===== src/rtl/scene_sequencer.sv =====
// ============================================================================
// Module      : scene_sequencer
// Description : Frame-synchronous scene controller that drives background_state
//               and solid_color. It steps scenes on a frame dwell, with pause
//               and skip controls. Optional macro SCENE_RANDOM_EN selects
//               LFSR-driven scene order.
// Revision    : 1.0 - initial release
// ============================================================================
`default_nettype none

module scene_sequencer #(
    parameter int NUM_SCENES   = 11,
    parameter int DWELL_FRAMES = 120,
    parameter int V_LAST       = 524
) (
    input  logic       clk,
    input  logic       rst_n,
    input  logic [9:0] vpos,
    input  logic       pause,
    input  logic       skip,
    output logic [7:0] background_state,
    output logic [5:0] solid_color,
    output logic [9:0] moving_counter,
    output logic       scene_change,
    output logic       running
);

    localparam logic [7:0] LAST_SCENE = 8'(NUM_SCENES - 1);
    localparam logic [7:0] LAST_FRAME = 8'(DWELL_FRAMES - 1);
    localparam logic [5:0] RESET_COLOR = 6'b110000;

    if (NUM_SCENES < 1 || NUM_SCENES > 256) begin : g_bad_num_scenes
        $error("scene_sequencer: NUM_SCENES must be in 1..256");
    end
    if (DWELL_FRAMES < 1 || DWELL_FRAMES > 255) begin : g_bad_dwell
        $error("scene_sequencer: DWELL_FRAMES must be in 1..255");
    end
    if (V_LAST < 1 || V_LAST > 1023) begin : g_bad_vlast
        $error("scene_sequencer: V_LAST must fit the 10-bit vpos");
    end

    typedef enum logic [1:0] {
        WAIT_FRAME = 2'd0,
        RUN        = 2'd1,
        PAUSE      = 2'd2
    } state_t;

    state_t     state_q;
    logic [9:0] prev_vpos_q;
    logic [7:0] frame_cnt_q;
    logic [1:0] pal_idx_q;
    logic       skip_pending_q;
    logic [7:0] scene_q;
    logic [5:0] color_q;
    logic [9:0] mcnt_q;
    logic       scene_change_q;
    logic       running_q;

    logic       frame_tick;
    logic       skip_req;
    logic       advance;
    logic [7:0] seq_scene;
    logic [7:0] scene_d;
    logic [1:0] pal_d;

    function automatic logic [5:0] palette(input logic [1:0] idx);
        logic [5:0] col;
        case (idx)
            2'd0:    col = 6'b110000;
            2'd1:    col = 6'b001100;
            2'd2:    col = 6'b000011;
            default: col = 6'b111111;
        endcase
        return col;
    endfunction

`ifdef SCENE_RANDOM_EN
    logic [6:0] lfsr_q;
    logic [7:0] rnd_scene;

    // x^7 + x^6 + 1, advanced once per frame tick
    always_ff @(posedge clk or negedge rst_n) begin
        if (!rst_n) begin
            lfsr_q <= 7'h5A;
        end else if (frame_tick) begin
            lfsr_q <= {lfsr_q[5:0], lfsr_q[6] ^ lfsr_q[5]};
        end
    end

    always_comb begin
        rnd_scene = 8'({25'd0, lfsr_q} % 32'(NUM_SCENES));
        seq_scene = (scene_q == LAST_SCENE) ? 8'd0 : scene_q + 8'd1;
        scene_d   = (rnd_scene == scene_q) ? seq_scene : rnd_scene;
    end
`else
    always_comb begin
        seq_scene = (scene_q == LAST_SCENE) ? 8'd0 : scene_q + 8'd1;
        scene_d   = seq_scene;
    end
`endif

    // A skip arriving in the tick cycle itself is serviced by that tick.
    always_comb begin
        frame_tick = (vpos == 10'd0) && (prev_vpos_q != 10'd0);
        skip_req   = skip_pending_q | skip;
        advance    = frame_tick &&
                     (skip_req ||
                      ((state_q == RUN) && !pause && (frame_cnt_q == LAST_FRAME)));
        pal_d      = pal_idx_q + 2'd1;
    end

    always_ff @(posedge clk or negedge rst_n) begin
        if (!rst_n) begin
            state_q        <= WAIT_FRAME;
            prev_vpos_q    <= 10'd0;
            frame_cnt_q    <= 8'd0;
            pal_idx_q      <= 2'd0;
            skip_pending_q <= 1'b0;
            scene_q        <= 8'd0;
            color_q        <= RESET_COLOR;
            mcnt_q         <= 10'd0;
            scene_change_q <= 1'b0;
            running_q      <= 1'b0;
        end else begin
            prev_vpos_q    <= vpos;
            scene_change_q <= 1'b0;
            if (frame_tick) begin
                skip_pending_q <= 1'b0;
                if (advance) begin
                    scene_q        <= scene_d;
                    frame_cnt_q    <= 8'd0;
                    scene_change_q <= 1'b1;
                    if (scene_d == 8'd0) begin
                        pal_idx_q <= pal_d;
                        color_q   <= palette(pal_d);
                    end
                end
                case (state_q)
                    WAIT_FRAME: begin
                        state_q   <= pause ? PAUSE : RUN;
                        running_q <= !pause;
                    end
                    RUN: begin
                        if (pause) begin
                            state_q   <= PAUSE;
                            running_q <= 1'b0;
                        end else begin
                            mcnt_q <= mcnt_q + 10'd1;
                            if (!advance) begin
                                frame_cnt_q <= frame_cnt_q + 8'd1;
                            end
                        end
                    end
                    PAUSE: begin
                        if (!pause) begin
                            state_q   <= RUN;
                            running_q <= 1'b1;
                        end
                    end
                    default: begin
                        state_q   <= WAIT_FRAME;
                        running_q <= 1'b0;
                    end
                endcase
            end else if (skip) begin
                skip_pending_q <= 1'b1;
            end
        end
    end

    assign background_state = scene_q;
    assign solid_color      = color_q;
    assign moving_counter   = mcnt_q;
    assign scene_change     = scene_change_q;
    assign running          = running_q;

endmodule

`default_nettype wire

===== config.mk =====
export PLATFORM = sky130hd
export DESIGN_NAME = scene_sequencer
export DESIGN_NICKNAME = d
export VERILOG_FILES = /design/src/rtl/scene_sequencer.sv
export SDC_FILE = /design/constraint.sdc
export NUM_CORES = 1
export LEC_CHECK = 0
export CORE_MARGIN = 4
export CORE_UTILIZATION = 47
export DETAILED_ROUTE_END_ITERATION = 16
export PLACE_DENSITY_LB_ADDON = 0.15
export SLEW_MARGIN = 20
export SYNTH_ARGS = -nofsm -noshare
export SYNTH_HDL_FRONTEND = slang
export SYNTH_SLANG_ARGS = --single-unit

===== constraint.sdc =====
create_clock -name clk -period 2 [get_ports clk]
set_input_delay 0.4 -clock clk [delete_from_list [all_inputs] [get_ports clk]]
set_output_delay 0.4 -clock clk [all_outputs]
set_load 0.01 [all_outputs]

# Yosys cells after proc, flatten, opt, wreduce, memory -nomap -nowiden
# Index checks and enable logic that the tools add are counted.
# W data, S select, Z words.
[totals] reg_bits=49 input_bits=14 out_inout_bits=26 elab_cells=57
[classes] n_addsub=4 eq_ne=8 muxes=17 n_bitwise=2 n_reduce_logical=16
[op_table] cell="$mux W8" n=5
[op_table] cell="$pmux W6 S3" n=1
[op_table] cell="$add A8 B1 Y8 const B" n=2
[op_table] cell="$add A10 B1 Y10 const B" n=1
[op_table] cell="$logic_not A10 Y1" n=1
[op_table] cell="$reduce_bool A10 Y1" n=1
[op_table] cell="$reduce_and A3 Y1" n=3
[op_table] cell="$eq A8 B4 Y1 const B" n=1
[op_table] cell="$eq A8 B7 Y1 const B" n=1
[op_table] cell="$logic_not A8 Y1" n=1
[op_table] cell="$mux W1" n=6
[op_table] cell="$mux W2" n=3
[op_table] cell="$pmux W2 S3" n=1
[op_table] cell="$eq A2 B1 Y1 const B" n=2
[op_table] cell="$eq A2 B2 Y1 const B" n=2
[op_table] cell="$logic_and A1 B1 Y1" n=4
[op_table] cell="$logic_not A2 Y1" n=2
[op_table] cell="$ne A2 B2 Y1 const B" n=2
[op_table] cell="$pmux W1 S3" n=1
[op_table] cell="$add A2 B1 Y2 const B" n=1
[op_table] cell="$reduce_and A2 Y1" n=1
[op_table] cell="$reduce_bool A2 Y1" n=1
[op_table] cell="$logic_not A1 Y1" n=1
[op_table] cell="$logic_or A1 B1 Y1" n=1
[op_table] cell="2 further kinds" n=2

# Logic depth before layout (Yosys ltp)
# Gate-level depths: netlist (run 1).
[logic_depth] depth_word=9 mapped_depth=7

# Worst setup path before layout (run 1)
# Ideal clock, no wire load.
[synth_timing] kind="register -> register" from="reg frame_cnt_q[0]" to="reg pal_idx_q[1]" arrival_time_ns=1.926 required_time_ns=1.875 setup_slack_ns=-0.051 path_stages_with_launch=8 path_buffers=0 synth_period_minus_slack_ns=2.051 cell_sequence="dfrtp_1 ha_1 nand4bb_4 o41ai_4 nand3_4 clkinv_2 o221ai_4 mux2_4"
[synth_between] elab_chain_len=5
[synth_lines] item="start, declared" line_no="50" text="logic [7:0] frame_cnt_q;"
[synth_lines] item="start signal, assigned" line_no="150" text="frame_cnt_q <= frame_cnt_q + 8'd1;"
[synth_lines] item="$eq A8 B7 Y1" line_no="108" text="((state_q == RUN) && !pause && (frame_cnt_q == LAST_FRAME)));"
[synth_lines] item="$logic_and A1 B1 Y1" line_no="108"
[synth_lines] item="$logic_or A1 B1 Y1" line_no="107" text="(skip_req ||"
[synth_lines] item="$logic_and A1 B1 Y1" line_no="106" text="advance = frame_tick &&"
[synth_lines] item="$reduce_and A3 Y1 (no line)"
[synth_lines] item="end signal, assigned" line_no="134" text="pal_idx_q <= pal_d;"
[synth_lines] item="end, declared" line_no="51" text="logic [1:0] pal_idx_q;"
# No other way between the ends.
# A chain may end at the register's enable or synchronous reset.

# Worst setup path after layout (run 1)
[layout_timing] from="in vpos[0]" to="reg mcnt_q[6] (netlist: moving_counter[6])"
[layout_between] elab_chain_len=3
[layout_lines] item="start, declared" line_no="18" text="input logic [9:0] vpos,"
[layout_lines] item="$logic_not A10 Y1" line_no="104" text="frame_tick = (vpos == 10'd0) && (prev_vpos_q != 10'd0);"
[layout_lines] item="$logic_and A1 B1 Y1" line_no="104"
[layout_lines] item="$reduce_and A3 Y1 (no line)"
[layout_lines] item="end signal, assigned" line_no="148" text="mcnt_q <= mcnt_q + 10'd1;"
[layout_lines] item="end, declared" line_no="55" text="logic [9:0] mcnt_q;"
# No other way between the ends.

==> results.toml, run 1 <==
[outcome]
outcome = "complete, no violations"

[timing]
finalSetupViolCount = 0
setup_slack_ns = 0.0197
min_period_over_period_pct = 99.0
fmax_ghz = 0.505
finalMaxSlewViolations = 0
rsz0062_at_grt = "yes"
fin_skew_ns = 0.00956
period_minus_slack_ns = 1.98
worst_pin_slew_ns = 0.371
relSlewSlack_pct = 75.1
finalHoldViolations = 0

[power_and_ir_drop]
p_comb_share_pct = 6.3
p_sw_share_pct = 21.4
power.leakage_nw = 1.36
power.density_mw_per_mm2 = 526
power.internal_mw = 1.26
clock_power_share_pct = 35.5
p_switching_mw = 0.342
p_seq_share_pct = 58.3
peakVddDrop_uv = 461

[die]
core-area_sq_mm = 0.00447
die_area_sq_mm = 0.00591
rows = 24
die_h_um = 76.9
fp.dieW_um = 76.9
io_pins = 40
start_util_pct = 49.8

[global_route]
grt_max_degree = 21
globalRouteOverflowTotal = 0
grt_pass1_wl_um = 7810
grtUsageTotal_pct = 16.1
grt_pass1_vias = 1714
antenna_found_initial = 0

[synth]
ys_ff_latch = 45
ys.flop_type = "dfrtp_1"
yosys_warnings = 0
synth_top_area_cell = "dfrtp_1"
synth.distinct_cells = 44
synth_area_sq_mm = 0.00223
synth_area_per_cell_sq_um = 11.0
synth_most_common_cell = "dfrtp_1"
ys_seq_area_share_pct = 50.6
synth_area_leaders = "dfrtp_1, ha_1, nand3_1"
synthTopCellsByCount = "dfrtp_1, nor2_1, nand3_1"
syn_nets = 222
yosysTopAreaCellShare_pct = 49.4
syn_inst = 202
postSynth.asyncResetShare_pct = 100
synth-edff-count = 0

[setup_path]
start_kind = "input pin"
r2r_start = "frame_cnt_q[7]$_DFFE_PN0P_"
slowest_stage = "clkdlybuf4s50_1"
cp_cell_sequence = "clkdlybuf4s50_1 > nor4_2 > nand4_1 > buf_4 > nor4_4 > nand3_1 > xnor2_1"
cp-end-kind = "flip-flop"
reg2reg_depth = 6
critPathKind = "input pin to flip-flop"
cp.required_ns = 2.18
cp.arrival_ns = 2.16
regToRegSetupSlack_ns = 0.09
worst-path-max-fanout = 3
slowest_delay_ns = 0.43
r2r-end = "pal_idx_q[1]$_DFFE_PN0P_"

[drt]
drc_errors = 0
drtAntennaViolNets = 0
drt_wl_total_um = 4500
drt_iter0_markers = 130
via_per_inst = 5.41
wire_per_inst_um = 13.7
vias = 1779
firstDrtPassIters = 6

[placed_design]
portBuffers = 39
dp_hpwl_um = 3400
gpl.final_weighted_congestion = 0.837
pre_cts_ws_ns = -0.335
place_area_sq_mm = 0.00287

[hold_path]
hold_path.class = "flip-flop to flip-flop"
hold-path-cell-count = 1
min_to = "frame_cnt_q[7]$_DFFE_PN0P_"
hp-start = "frame_cnt_q[7]$_DFFE_PN0P_"

[final_layout]
fin_util_pct = 68.0
area_delta_synth_final_pct = 36.5
fin_nets = 296
drive_gt1_share_pct = 23.5
fin_area_sq_mm = 0.00304
regArea_sq_mm = 0.00113
diodes = 0
fillCellCount = 347
multi_input_comb_area_sq_mm = 0.00108

[cts]
cts_root_buffer = "clkbuf_8"
cts_max_level = 2
clkTransAtPathRegs_ns = 0.08
cts_sinks = 45
cts_buffers = 5
clk_latency_ns = 0.29
cts_tree = "done"
clock_path_buffers = 2

[run]
cap_violations = 0
[worst max-delay path, delay by kind of cell]
kind                   cells  cell delay, ns
AND/OR/NAND/NOR            4            0.99
XOR/XNOR                   1            0.14
buffers and inverters      2            0.64
[flip-flops by register name, indices dropped and copies added (netlist names)]
| name | flops |
|---|---|
| background_state | 8 |
| solid_color | 2 |
| moving_counter | 10 |
| prev_vpos_q | 10 |
| state_q | 2 |
| frame_cnt_q | 8 |
| pal_idx_q | 2 |
| skip_pending_q | 1 |
| running | 1 |
| scene_change | 1 |
[layout make-up]
cell class              count  area share (%)
multi-input cells         144            35.6
repair buffers             73            21.2
clock buffers               8            2.96
well taps                  52            2.14
flip-flops and latches     45            37.0
inverters                   7            1.03
[power by group through the flow]
stage / sequential (mW) / combinational, mW / clock [mW]
5_1_grt: 0.936 / 0.112 / 0.624
6_report: 0.934 / 0.100 / 0.568
4_1_cts: 0.934 / 0.100 / 0.587
2_1_floorplan: 0.953 / 0.0230 / 0
3_5_place_dp: 0.952 / 0.0982 / 0
3_3_place_gp: 0.952 / 0.0974 / 0
[placed cells by master, fill, tap and decap left out, types with 5 or more instances in the layout]
cell             count
dfrtp_1             44
ha_1                 5
o21ai_0             12
nand2_1             13
nor2_1              16
nor3_1               6
nand3_1             15
xnor2_1              8
inv_1                6
buf_4               33
clkbuf_8             6
nand4_1              8
clkdlybuf4s50_1     37
xor2_1               7
[repair_timing]
item	4_1_cts	5_1_grt
pin swaps	0	2
gates resized for setup	1	10
setup endpoints to repair	2	17
buffers inserted	0	4
hold buffers	1	0
hold endpoints to repair	10	0
[metrics by stage]
stage / TNS, ns / cells / hold WS [ns] / power (mW)
4_1_cts: 0 / 325 / 0.497 / 1.62
3_5_place_dp: -7.44 / 316 / 0.294 / 1.05
6_report: 0 / 329 / 0.487 / 1.60
5_1_grt: -0.0686 / 329 / 0.516 / 1.67
3_3_place_gp: -6.49 / 316 / 0.296 / 1.05
2_1_floorplan: -0.0230 / 202 / 0.104 / 0.976
[how the worst max path moves through the flow]
stage,depth (start not counted),end,slack [ns],startpoint
global route,7,moving_counter[6]$_DFFE_PN0P_,-0.04,vpos[0]
global placement,6,moving_counter[9]$_DFFE_PN0P_,-0.28,vpos[0]
detailed placement,6,moving_counter[9]$_DFFE_PN0P_,-0.33,vpos[0]
CTS,7,pal_idx_q[1]$_DFFE_PN0P_,0.01,vpos[0]
floorplan,6,pal_idx_q[1]$_DFFE_PN0P_,-0.02,frame_cnt_q[3]$_DFFE_PN0P_
finish,7,moving_counter[6]$_DFFE_PN0P_,0.02,vpos[0]
[per-layer routing]
metal	global-route usage, %	wire [um]	vias to the layer above
met4	6.52	54	0
met5	0	0	-
met1	22.2	2110	843
met2	25.1	2120	41
met3	2.93	215	5
li1	-	-	890
[logic make-up after synthesis]
| family | Yosys count | synth area share, % |
|---|---|---|
| flops | 45 | 50.6 |
| fa+ha+maj | 6 | 3.37 |
| compound gates | 32 | 11.2 |
| mux | 7 | 3.82 |
| simple gates | 84 | 22.3 |
| xor+xnor | 15 | 5.89 |
| buf+inv | 13 | 2.92 |
No activity file was read; power rests on OpenSTA's default activity.
==> run 2, diff against run 1 <==
--- a/config.mk
+++ b/config.mk
@@ -5,11 +5,10 @@
 export SDC_FILE = /design/constraint.sdc
 export NUM_CORES = 1
 export LEC_CHECK = 0
-export CORE_MARGIN = 4
 export CORE_UTILIZATION = 47
 export DETAILED_ROUTE_END_ITERATION = 16
 export PLACE_DENSITY_LB_ADDON = 0.15
-export SLEW_MARGIN = 20
+export SLEW_MARGIN = 10
 export SYNTH_ARGS = -nofsm -noshare
 export SYNTH_HDL_FRONTEND = slang
 export SYNTH_SLANG_ARGS = --single-unit
==> results.toml, run 2 (same netlist as run 1, synthesis figures left out) <==
[outcome]
outcome = "complete, no violations"

[timing]
finalHoldViolations = 0
worst_pin_slew_ns = 0.500
fmax_ghz = 0.513
finalSetupViolCount = 0
relSlewSlack_pct = 66.7
min_period_over_period_pct = 97.5
rsz0062_at_grt = "yes"
finalMaxSlewViolations = 0
setup_slack_ns = 0.0499
period_minus_slack_ns = 1.95
setup-tns-final_ns = 0
fin_skew_ns = 0.0147

[global_route]
antenna_found_initial = 0
grtUsageTotal_pct = 20.1
grt_pass1_wl_um = 7960
grt_pass1_vias = 1745
globalRouteOverflowTotal = 0
grt_max_degree = 26

[drt]
vias = 1775
firstDrtPassIters = 6
wire_per_inst_um = 14.0
wl_met2_um = 2230
drt_iter0_markers = 88
wl_met1_um = 2160
drt_wl_total_um = 4590
via_per_inst = 5.43
routed.top_layer = "met4"
drc_errors = 0
drtAntennaViolNets = 0
dr_wl_met3_um = 162

[setup_path]
cp_cell_sequence = "clkdlybuf4s50_1 > nand4bb_4 > o41ai_4 > nand3_4 > clkinv_4 > o221ai_4 > mux2_4"
worst-path-max-fanout = 5
start_kind = "input pin"
cp-end-kind = "flip-flop"
cp.arrival_ns = 2.13
critPathKind = "input pin to flip-flop"
slowest_delay_ns = 0.43
slowest_stage = "clkdlybuf4s50_1"
cp.required_ns = 2.18

[die]
io_pins = 40
core-area_sq_mm = 0.00444
fp.dieW_um = 70.9
rows = 24
die_area_sq_mm = 0.00502
start_util_pct = 50.2
die_h_um = 70.9

[cts]
cts_root_buffer = "clkbuf_8"
cts_hold_buf = 0
cts_tree = "done"
cts_buffers = 5
clkTransAtPathRegs_ns = 0.09
clock_path_buffers = 2
clk_latency_ns = 0.30
cts_max_level = 2
cts_sinks = 45

[final_layout]
regArea_sq_mm = 0.00113
drive_gt1_share_pct = 24.4
final_cell_mix = "dfrtp_1, clkdlybuf4s50_1, buf_4"
fin_nets = 294
multi_input_comb_area_sq_mm = 0.00110
diodes = 0
finalNonFillerCells = 327
layout_commonest_cell = "dfrtp_1"
fillCellCount = 334
area_delta_synth_final_pct = 38.0

[power_and_ir_drop]
peakVddDrop_uv = 497
power.density_mw_per_mm2 = 562
totalPowerFinal_mw = 1.73
power.leakage_nw = 1.38

[run]
cap_violations = 0

[placed_design]
pre_cts_ws_ns = -0.351
portBuffers = 39
gpl.final_weighted_congestion = 0.874
dp.cells = 317
dp_hpwl_um = 3380

[hold_path]
hold_path.class = "input pin to async pin"
run 2: per-stage QoR:
stage / hold slack (ns) / utilization (%) / area [sq um]
finish: 0.0465 / 69.3 / 3080
global route: 0.0732 / 69.3 / 3080
floorplan: 0.104 / - / 2240
detailed placement: 0.399 / 64.9 / 2890
global placement: 0.401 / 64.9 / 2890
CTS: 0.0589 / 68.0 / 3020
run 2: area by class of cell:
cell class / instances / area share (%)
repair buffers: 71 / 20.7
inverters: 7 / 1.02
clock buffers: 5 / 2.24
well taps: 52 / 2.11
clock inverters: 3 / 1.50
multi-input cells: 144 / 35.7
flip-flops and latches: 45 / 36.7
run 2: critical path, delay by kind of cell:
kind,cells,cell delay [ns]
buffers and inverters,2,0.52
and+or+nand+nor,2,0.43
muxes,1,0.32
AOI/OAI and AO/OA,2,0.46
run 2: routing by layer:
layer | vias to the layer above | track usage, %
li1 | 883 | -
met1 | 848 | 28.6
met2 | 39 | 31.8
met3 | 5 | 3.42
met4 | 0 | 6.00
met5 | - | 0
run 2: timing repair:
item                                    in CTS  in global routing
setup buffers                                0                  2
pin swaps                                    0                  3
endpoints found under the setup margin       2                 21
gates resized for setup                      3                 10
run 2: power by group:
group | leakage (nW) | switching, mW | total [mW] | internal (mW)
registers | 0.581 | 0.00896 | 0.933 | 0.924
clock network | 0.0543 | 0.318 | 0.692 | 0.374
logic | 0.745 | 0.0498 | 0.103 | 0.0532
run 2: final timing paths:
kind                       cells past startpoint                          to  slack [ns]                        from
max in group asynchronous                      2    prev_vpos_q[3]$_DFF_PN0_        1.45                       rst_n
min in group clk                               1  frame_cnt_q[7]$_DFFE_PN0P_        0.48  frame_cnt_q[7]$_DFFE_PN0P_
setup reg to reg                               7    pal_idx_q[1]$_DFFE_PN0P_        0.07  frame_cnt_q[0]$_DFFE_PN0P_
setup / recovery                               7    pal_idx_q[1]$_DFFE_PN0P_        0.05                       pause
hold / removal                                 1      state_q[0]$_DFFE_PN0P_        0.05                       rst_n
hold reg to reg                                1  frame_cnt_q[7]$_DFFE_PN0P_        0.48  frame_cnt_q[7]$_DFFE_PN0P_
==> run 3, diff against run 2 <==
--- a/config.mk
+++ b/config.mk
@@ -5,7 +5,7 @@
 export SDC_FILE = /design/constraint.sdc
 export NUM_CORES = 1
 export LEC_CHECK = 0
-export CORE_UTILIZATION = 47
+export CORE_UTILIZATION = 25
 export DETAILED_ROUTE_END_ITERATION = 16
 export PLACE_DENSITY_LB_ADDON = 0.15
 export SLEW_MARGIN = 10
==> results.toml, run 3 (same netlist as run 1, synthesis figures left out) <==
[power_and_ir_drop]
peakVddDrop_uv = 291
power.density_mw_per_mm2 = 557
power.leakage_nw = 1.37

[final_layout]
layout_commonest_cell = "dfrtp_1"
regArea_sq_mm = 0.00113
fillCellCount = 897
final_cell_mix = "dfrtp_1, clkdlybuf4s50_1, buf_4"
fin_util_pct = 36.0
diodes = 0
area_delta_synth_final_pct = 40.3
drive_gt1_share_pct = 24.5
finalNonFillerCells = 385
multi_input_comb_area_sq_mm = 0.00108
fin_nets = 296
fin_area_sq_mm = 0.00313

[cts]
cts_sinks = 45
cts_buffers = 5
cts_root_buffer = "clkbuf_8"
cts_max_level = 2
clock_path_buffers = 2
cts_hold_buf = 0
clk_latency_ns = 0.29
cts_tree = "done"
clkTransAtPathRegs_ns = 0.08

[timing]
fmax_ghz = 0.511
min_period_over_period_pct = 97.8
relSlewSlack_pct = 60.8
finalSetupViolCount = 0
fin_skew_ns = 0.00529
period_minus_slack_ns = 1.96
rsz0062_at_grt = "yes"
finalHoldViolations = 0
finalMaxSlewViolations = 0
worst_pin_slew_ns = 0.587
setup-tns-final_ns = 0

[placed_design]
dp.cells = 374
dp_hpwl_um = 3530
gpl.final_weighted_congestion = 0.750
place_area_sq_mm = 0.00295
portBuffers = 39

[die]
fp.dieW_um = 96.4
die_h_um = 96.4
die_area_sq_mm = 0.00930
core-area_sq_mm = 0.00868
io_pins = 40
start_util_pct = 25.7
rows = 34

[setup_path]
r2r-end = "pal_idx_q[1]$_DFFE_PN0P_"
regToRegSetupSlack_ns = 0.08
worst-path-max-fanout = 6
cp.arrival_ns = 2.14
r2r_start = "frame_cnt_q[7]$_DFFE_PN0P_"
cp-end-kind = "flip-flop"
cp.required_ns = 2.18
reg2reg_depth = 6
critPathKind = "input pin to flip-flop"
start_kind = "input pin"

[global_route]
grtUsageTotal_pct = 11.3
grt_pass1_vias = 1682
grt_pass1_wl_um = 8010
antenna_found_initial = 0
grt_max_degree = 46
globalRouteOverflowTotal = 0

[drt]
drc_errors = 0
vias = 1817
drt_iter0_markers = 63
firstDrtPassIters = 4
via_per_inst = 4.72
drt_wl_total_um = 4750
wire_per_inst_um = 12.3
drtAntennaViolNets = 0

[hold_path]
hold_path.class = "input pin to async pin"

[run]
cap_violations = 0

[outcome]
outcome = "complete, no violations"
==> run 3: cell count changes in the layout (fill, tap and decap cells not counted), sizes merged <==
cell and change:
buf +2, clkbuf +2, clkdlybuf4s50 -1, clkinv -1, clkinvlp -1, dlygate4sd2 +1
==> run 3: layer usage <==
metal	vias up	wire length [um]	GRT usage, %
li1	889	-	-
met1	890	2270	14.9
met2	34	2290	18.5
met3	4	129	2.35
met4	0	54	3.31
met5	-	0	0
==> run 3: what timing repair did <==
action / in CTS / in global routing
setup buffers: 3 / 0
resized for setup: 5 / 5
setup endpoints to repair: 5 / 21
pin swaps: 4 / 1
==> run 3: worst max path at each step <==
stage                                          start                            end  cells past startpoint
after detailed placement                     vpos[0]  moving_counter[9]$_DFFE_PN0P_                      6
after global placement                         pause       pal_idx_q[1]$_DFFE_PN0P_                      7
after floorplan           frame_cnt_q[3]$_DFFE_PN0P_       pal_idx_q[1]$_DFFE_PN0P_                      6
after global routing                         vpos[0]       pal_idx_q[1]$_DFFE_PN0P_                      7
final                                        vpos[0]       pal_idx_q[1]$_DFFE_PN0P_                      7
after CTS                 frame_cnt_q[0]$_DFFE_PN0P_       pal_idx_q[1]$_DFFE_PN0P_                      7
==> run 3: stage by stage <==
step	power, mW	worst slack (ns)	hold WS (ns)
final	1.74	0.0433	0.188
after global routing	1.82	-0.0134	0.251
after CTS	1.78	-0.00929	0.222
after detailed placement	1.05	-0.354	0.470
after global placement	1.05	-0.384	0.473
after floorplan	0.976	-0.0230	0.104
==> run 3: final cells by class <==
cell class | instances | area share [%]
clock buffer | 7 | 2.76
clock inverter | 1 | 0.960
inverter | 7 | 1.00
multi-input combinational | 144 | 34.4
sequential | 45 | 36.1
tap | 108 | 4.32
timing repair buffer | 73 | 20.4
==> run 3: report_power, final <==
group / internal (mW) / switching [mW]
Sequential: 0.924 / 0.00960
Clock: 0.408 / 0.304
Combinational: 0.0505 / 0.0465
==> run 3: worst max-delay path, stage by stage <==
cell	delay, ns
clkdlybuf4s50_1	0.43
nor4_2	0.31
and4_2	0.34
nand3_4	0.12
clkinv_4	0.09
o221ai_4	0.12
mux2_4	0.32
